$ cat config.mk
export PLATFORM = sky130hd
export DESIGN_NAME = letc_core_stage_w
export DESIGN_NICKNAME = d
export VERILOG_FILES = /design/src/rtl/core_pkg.sv /design/src/rtl/letc_core_load_fmt.sv /design/src/rtl/letc_core_stage_w.sv
export SDC_FILE = /design/constraint.sdc
export NUM_CORES = 1
export LEC_CHECK = 0
export ABC_CLOCK_PERIOD_IN_PS = 4300
export CORE_MARGIN = 4
export CORE_UTILIZATION = 44
export CTS_CLUSTER_SIZE = 40
export DETAILED_ROUTE_END_ITERATION = 7
export GPL_ROUTABILITY_DRIVEN = 1
export GPL_TIMING_DRIVEN = 0
export HOLD_SLACK_MARGIN = 0.02
export PLACE_DENSITY = 0.81
export SYNTH_ARGS = -nofsm -noshare
export SYNTH_HDL_FRONTEND = slang
export SYNTH_SLANG_ARGS = --single-unit
$ cat constraint.sdc
create_clock -name i_clk -period 4.3 [get_ports i_clk]
set_input_delay 0.86 -clock i_clk [delete_from_list [all_inputs] [get_ports i_clk]]
set_output_delay 0.86 -clock i_clk [all_outputs]
set_load 0.005 [all_outputs]
$ cat src/rtl/core_pkg.sv
// Shared core types: register index, data word, rd source and load size encodings.
package core_pkg;

    typedef logic [31:0] word_t;
    typedef logic [4:0]  reg_index_t;

    typedef enum logic [1:0] {
        RD_FROM_ALU_RESULT  = 2'b00,
        RD_FROM_NEXT_SEQ_PC = 2'b01,
        RD_FROM_CSR_RDATA   = 2'b10,
        RD_FROM_MEM_LOAD    = 2'b11
    } rd_src_e;

    // Encoding 2'b11 is left unnamed; load formatting treats it as a full word.
    typedef enum logic [1:0] {
        SIZE_BYTE     = 2'b00,
        SIZE_HALFWORD = 2'b01,
        SIZE_WORD     = 2'b10
    } mem_size_e;

    typedef enum logic {
        W_IDLE      = 1'b0,
        W_WAIT_LOAD = 1'b1
    } w_state_e;

endpackage

$ cat src/rtl/letc_core_load_fmt.sv
// Combinational load formatter: picks the addressed byte/halfword and extends it.
module letc_core_load_fmt
    import core_pkg::*;
(
    input  word_t      rdata,
    input  mem_size_e  size,
    input  logic       mem_unsigned,
    input  logic [1:0] addr_lo,
    output word_t      result
);

    logic [7:0]  sel_byte;
    logic [15:0] sel_half;

    // NOTE: every variable assigned in always_comb gets a default first so no latch is inferred.
    always_comb begin
        sel_byte = rdata[{addr_lo, 3'b000} +: 8];
        sel_half = rdata[{addr_lo[1], 4'b0000} +: 16];
        result   = rdata;
        case (size)
            SIZE_BYTE:     result = {{24{~mem_unsigned & sel_byte[7]}}, sel_byte};
            SIZE_HALFWORD: result = {{16{~mem_unsigned & sel_half[15]}}, sel_half};
            default:       result = rdata;
        endcase
    end

endmodule

$ cat src/rtl/letc_core_stage_w.sv
// Writeback stage: retires M-stage packets into the register file, stalling on loads.
module letc_core_stage_w
    import core_pkg::*;
(
    input  logic        i_clk,
    input  logic        i_rst,

    input  logic        i_m_valid,
    output logic        o_m_ready,
    input  logic        i_m_rd_we,
    input  reg_index_t  i_m_rd_idx,
    input  rd_src_e     i_m_rd_src,
    input  word_t       i_m_alu_result,
    input  word_t       i_m_next_seq_pc,
    input  word_t       i_m_csr_rdata,
    input  mem_size_e   i_m_mem_size,
    input  logic        i_m_mem_unsigned,
    input  logic [1:0]  i_m_addr_lo,

    input  logic        i_ld_rvalid,
    input  word_t       i_ld_rdata,

    output logic        o_rf_we,
    output reg_index_t  o_rf_idx,
    output word_t       o_rf_wdata,
    output logic        o_retire,
    output logic [63:0] o_instret
);

    w_state_e   state_q, state_d;

    logic       ld_rd_we_q;
    reg_index_t ld_rd_idx_q;
    mem_size_e  ld_size_q;
    logic       ld_unsigned_q;
    logic [1:0] ld_addr_lo_q;

    logic       accept;
    logic       accept_load;
    logic       retire_d;
    logic       rd_we_d;
    reg_index_t rf_idx_d;
    word_t      rf_wdata_d;
    word_t      ld_formatted;

    letc_core_load_fmt u_load_fmt (
        .rdata        (i_ld_rdata),
        .size         (ld_size_q),
        .mem_unsigned (ld_unsigned_q),
        .addr_lo      (ld_addr_lo_q),
        .result       (ld_formatted)
    );

    assign accept      = i_m_valid && (state_q == W_IDLE);
    assign accept_load = accept && (i_m_rd_src == RD_FROM_MEM_LOAD);

    // NOTE: sequential state uses non-blocking assignments so every register samples pre-edge values.
    always_ff @(posedge i_clk or posedge i_rst) begin
        if (i_rst) state_q <= W_IDLE;
        else       state_q <= state_d;
    end

    always_comb begin
        state_d = state_q;
        case (state_q)
            W_IDLE:      if (accept_load) state_d = W_WAIT_LOAD;
            W_WAIT_LOAD: if (i_ld_rvalid) state_d = W_IDLE;
            default:     state_d = W_IDLE;
        endcase
    end

    // Retire decision and write payload for the coming edge; i_ld_rvalid only matters while waiting.
    always_comb begin
        o_m_ready  = (state_q == W_IDLE);
        retire_d   = 1'b0;
        rd_we_d    = 1'b0;
        rf_idx_d   = o_rf_idx;
        rf_wdata_d = o_rf_wdata;
        case (state_q)
            W_IDLE: begin
                if (accept && !accept_load) begin
                    retire_d = 1'b1;
                    rd_we_d  = i_m_rd_we;
                    rf_idx_d = i_m_rd_idx;
                    case (i_m_rd_src)
                        RD_FROM_NEXT_SEQ_PC: rf_wdata_d = i_m_next_seq_pc;
                        RD_FROM_CSR_RDATA:   rf_wdata_d = i_m_csr_rdata;
                        default:             rf_wdata_d = i_m_alu_result;
                    endcase
                end
            end
            W_WAIT_LOAD: begin
                if (i_ld_rvalid) begin
                    retire_d   = 1'b1;
                    rd_we_d    = ld_rd_we_q;
                    rf_idx_d   = ld_rd_idx_q;
                    rf_wdata_d = ld_formatted;
                end
            end
            default: ;
        endcase
    end

    // NOTE: the load context is only read in W_WAIT_LOAD, which reset cannot reach, so it needs no reset.
    always_ff @(posedge i_clk) begin
        if (accept_load) begin
            ld_rd_we_q    <= i_m_rd_we;
            ld_rd_idx_q   <= i_m_rd_idx;
            ld_size_q     <= i_m_mem_size;
            ld_unsigned_q <= i_m_mem_unsigned;
            ld_addr_lo_q  <= i_m_addr_lo;
        end
    end

    always_ff @(posedge i_clk or posedge i_rst) begin
        if (i_rst) begin
            o_retire   <= 1'b0;
            o_rf_we    <= 1'b0;
            o_rf_idx   <= '0;
            o_rf_wdata <= '0;
            o_instret  <= '0;
        end else begin
            o_retire <= retire_d;
            o_rf_we  <= rd_we_d && (rf_idx_d != '0);
            if (retire_d) begin
                o_rf_idx   <= rf_idx_d;
                o_rf_wdata <= rf_wdata_d;
                o_instret  <= o_instret + 64'd1;
            end
        end
    end

endmodule

**Yosys cells after proc, flatten, opt, wreduce, memory -nomap -nowiden**

Cells that the tools add are included.

- Output and inout bits: 104
- Input bits: 145
- Flip-flop bits (word level): 115

- $add $sub $neg: 1
- Bitwise logic cells: 4
- Equality and inequality tests: 6
- Shift-type cells: 2
- Mux-type cells: 17
- Reductions and logical operators: 8

Operators with widths:

| kind | count |
|---|---|
| 32-bit one-hot mux with 2 select lines | 3 |
| 64-bit by 1-bit adder with 64-bit output (second input constant) | 1 |
| 32-bit two-way mux | 2 |
| 32-bit by 6-bit indexed part select with 16-bit output | 1 |
| 32-bit by 6-bit indexed part select with 8-bit output | 1 |
| 5-bit two-way mux | 2 |
| 5-bit one-hot mux with 2 select lines | 1 |
| 1-bit two-way mux | 6 |
| 1-bit one-hot mux with 2 select lines | 3 |
| 5-bit nonzero test | 1 |
| 2-bit by 1-bit == test with 1-bit output (second input constant) | 2 |
| 2-bit == test (second input constant) | 2 |
| 1-bit logical AND | 4 |
| 3-bit AND reduction | 1 |
| 1-bit bitwise AND | 2 |
| 2-bit zero test | 1 |
| 2-bit by 1-bit != test with 1-bit output (second input constant) | 1 |
| 2-bit != test (second input constant) | 1 |
| 1-bit inverter | 2 |
| 1-bit zero test | 1 |

**Logic depth before layout (Yosys ltp)**

- Word-level depth: 9
- Depth in mapped cells: 8

**Cells and area by module**

Synthesis repeated with hierarchy kept, for this count alone.

- Cell total of the unflattened synthesis: 737
- Area total of the unflattened synthesis: 6453.7 µm²

Modules (own cells, without submodules):

| module | times used | area an instance (µm²) | sequential area each (µm²) | cells each |
|---|---|---|---|---|
| letc_core_stage_w | 1 | 5739.3 | 2932.8 | 620 |
| letc_core_load_fmt | 1 | 714.4 | 0.0 | 117 |

**Worst setup path after synthesis**

No wires, ideal clock.

- Path type: input -> register
- From: in i_m_rd_src[0]
- To: reg o_instret[55]
- Path buffers: 1
- Arrival time: 2.416 ns
- Path slack: 1.805 ns
- Cell stages on the path: 7
- Cell sequence: ha_1 -> nor3b_4 -> o21ai_2 -> or4b_1 -> buf_6 -> nor3_4 -> xor2_1

- Cells in the longest elaborated chain, start to end: 6

Ends and longest elaborated chain:

| item | line | source |
|---|---|---|
| start, declared | letc_core_stage_w.sv:12 | `input rd_src_e i_m_rd_src,` |
| 2-bit == test | letc_core_stage_w.sv:55 | `assign accept_load = accept && (i_m_rd_src == RD_FROM_MEM_LOAD);` |
| 1-bit logical AND | letc_core_stage_w.sv:55 |  |
| 1-bit zero test | letc_core_stage_w.sv:81 | `if (accept && !accept_load) begin` |
| 1-bit logical AND | letc_core_stage_w.sv:81 |  |
| 1-bit two-way mux | letc_core_stage_w.sv:81 |  |
| 1-bit one-hot mux with 2 select lines | letc_core_stage_w.sv:79 | `case (state_q)` |
| end signal, assigned | letc_core_stage_w.sv:128 | `o_instret <= o_instret + 64'd1;` |
| end, declared | letc_core_stage_w.sv:27 | `output logic [63:0] o_instret` |

Every way passes these cells.
A chain may end at the register's enable or synchronous reset.

**Final worst setup path**

- From: in i_m_rd_src[0]
- To: reg o_rf_wdata[14]

- Cells in the longest elaborated chain, start to end: 7
- Elaborated cells on any way between the ends: 13
- Those cells by class: 4 x eq/ne; 5 x mux; 4 x reduce/logical

Ends and longest elaborated chain:

| item | line | source |
|---|---|---|
| 2-bit == test | letc_core_stage_w.sv:55 |  |
| 1-bit logical AND | letc_core_stage_w.sv:55 |  |
| 1-bit zero test | letc_core_stage_w.sv:81 |  |
| 1-bit logical AND | letc_core_stage_w.sv:81 |  |
| 1-bit two-way mux | letc_core_stage_w.sv:81 |  |
| 1-bit one-hot mux with 2 select lines | letc_core_stage_w.sv:79 |  |
| 3-bit AND reduction (no source line) | -- |  |
| end signal, assigned | letc_core_stage_w.sv:127 | `o_rf_wdata <= rf_wdata_d;` |
| end, declared | letc_core_stage_w.sv:25 | `output word_t o_rf_wdata,` |

Parallel ways exist; a longest one is shown, timed or not. The select of a mux whose other input is x is not followed.

==> run metrics <==
Final ANT Viol Nets=0; layout cell share with drive strength beyond 1=just under 7%; Detailed Place HPWL=17,500 µm; vias in the first global route=6,406; met1 Usage GRT=35.5%; hold depth=2; Longest Clk Path Bufs=2; hold endpoint=o_rf_wdata[2]; fin. max-slew vios=0; dpl cells=1,084; Max Freq=339 MHz; worst path required time=4590 ps; GR Util met2=between 40% and 50%; clock tree sinks=115; Residual DRC=0; postcts setup bufs=0; Max IR drop VDD=302 µV; Post-Syn Nets=804; Post-synth EDFFs=11; CTS Buf Count=17; global-route wire length before repair=34,600 µm; final core occ=69.3%; PwrDens=368 nW/µm²; slew at the pin closest to its max-slew limit=~640 ps; hold wc startpoint=o_rf_wdata[2]; final hold vios=0; Crit. End Element=register; global placement routability congestion=0.899; Syn Inst Count=655; Final TNS setup=0 ps; met3 global-route usage=6.48%; # IOs=249; Min Clock Period, post-route=2950 ps; critical path class=input pin to register; r2r setup slk=1940 ps; Layout Area Growth over Synthesis=54.0%; 1st-pass router iterations=6; Pleak=4.01 nW; total grt overflow=0; Main synth FF type=dfrtp_1; Mean Syn Cell Area=roughly 9.5 µm²; global routing's busiest layer=met2; Min-Delay Path Class=register to register; Clock transition at path regs=50 ps; hold slack=476 ps; First DRT Iteration DRCs=440; Clock Skews=9.32 ps; reg2reg path depth=6; register area share after synthesis=47.0%; FF-to-FF Start=state_q; wire length per cell=20.0 µm; htree depth=4; CORE AREA=13,900 µm²; CTS tree=yes; worst path arrival time=3240 ps; RSZ-0062 raised after global routing=no; Seq cells post-synth=115; final cell count without fillers=1,117; RR Endpoint=o_instret[25]; Max-cap violations=0; Netlist Area Pre-Place=6240 µm²; worst skew pair latency=400 ps; Rows=43; IO Port Bufs=between 200 and 250; effective utilization at floorplan=45.0%; root buf cell=clkbuf_16; fraction of synthesis flops using an asynchronous set or reset pin=approximately 90%; largest net degree at the start of global routing=a little under 60; Via Count=6,306; chip width=127 µm; antenna violations before repair=1; Vias/cell=5.65; wirelength, routed=22,300 µm; outcome=finished, final reports clean; Worst Setup Start Kind=input pin; GRT Resource Usage Total=27.4%; Rel. slew slack=a little under three fifths; die height=127 µm; final setup vio count=0; Final #Nets=1,072; fin crit share=68.6%; DIE AREA=16,200 µm²; Netlist cell types=53; maximum net fanout on the critical path=10; Yosys Warn Count=0; hold_buf cts=0; cts repair resizes=0
## critical path, cell delays in order
cell and delay (ps):
clkdlybuf4s50_1 510, inv_1 50, ha_1 260, clkbuf_1 420
clkbuf_1 400, o21ai_0 240, o21ai_0 190, a31oi_1 90
a21o_1 200
## how the worst max path moves through the flow
| stage | from | endpoint |
|---|---|---|
| 3_5_place_dp | i_m_rd_src[0] | o_instret[57] |
| 3_3_place_gp | i_rst | o_instret[8] |
| 5_1_grt | i_m_rd_src[0] | o_instret[57] |
| 6_report | i_m_rd_src[0] | o_rf_wdata[14] |
| 4_1_cts | i_m_rd_src[0] | o_instret[57] |
| 2_1_floorplan | i_rst | o_instret[0] |
## final cells by class
class	count	area, µm²
Clock inverter	9	124
Inverter	11	43.8
Sequential cell	115	2930
Buffer	38	156
Antenna cell	1	2.50
Clock buffer	23	508
Timing Repair Buffer	249	2510
Multi-Input combinational cell	491	3110
Fill cell	1100	4260
Tap cell	180	225
## placed cells by master, fill, tap and decap left out, drive strengths merged, types with 9 or more instances in the layout
cell type	count
inv	11
edfxtp	11
o21ai	57
a22oi	41
nand4	27
clkbuf	53
o22ai	33
a21oi	20
nor3	16
nand3	20
clkdlybuf4s50	248
nor2	18
dfrtp	104
nand2	98
buf	9
xnor2	40
xor2	23
and3	17
mux2i	14
and4	12
## sequential cells by signal (all words and copies together) (netlist names)
signal,cells
ld_addr_lo_q,2
ld_rd_idx_q,5
ld_rd_we_q,1
ld_size_q,2
ld_unsigned_q,1
o_instret,64
o_retire,1
o_rf_idx,5
o_rf_wdata,32
o_rf_we,1
state_q,1
## per-layer routing
| metal | vias to the layer above | part of all wire, % | wire, µm |
|---|---|---|---|
| li1 | 2942 | - | - |
| met1 | 3061 | 41 | 9240 |
| met2 | 266 | 49 | 11000 |
| met3 | 37 | 6.8 | 1520 |
| met4 | 0 | 2.8 | 627 |
| met5 | - | 0 | 0 |
## cell usage after synthesis, drive strengths merged (5+ instances only)
library cell	number	share of area (%)
and2	8	0.82
a22oi	41	4.9
o21ai	57	4.6
mux2i	14	2.2
nand3	20	1.6
xor2	23	3.2
buf	8	0.70
nor2b	8	0.80
nor3	16	1.7
dfrtp	104	42
nor2	18	1.1
inv	11	0.66
nand2	98	5.9
and3	17	1.8
edfxtp	11	5.3
nand4	27	3.0
clkbuf	30	1.8
a21oi	20	1.6
and4	12	1.8
o22ai	33	3.3
a221o	5	0.80
xnor2	40	5.6
## through the flow
step	setup WS, ps	cell area, µm²	power (mW)
finish	1350	9620	3.53
global route	1100	9620	3.69
CTS	1350	9610	3.55
detailed placement	942	8980	2.07
global placement	-891	8950	2.05
floorplan	708	6240	1.57
## kinds of logic after synthesis
kind of cell	synth area share, %
and+or+nand+nor	20.5
AOI/OAI and AO/OA	17.2
DFF	47.0
xor gates and xnor gates	8.84
buffers and inverters	3.17
muxes	2.60
adders and majority gates	0.801
## report_power, final
part           leakage, nW  internal, mW  switching (mW)  total [mW]
registers             1.47          1.21          0.0963        1.31
logic                 2.22         0.426           0.324       0.749
clock network        0.319          1.00           0.479        1.48
total                 4.01          2.64           0.899        3.53
Note: power is estimated with default switching activity, not from simulation.
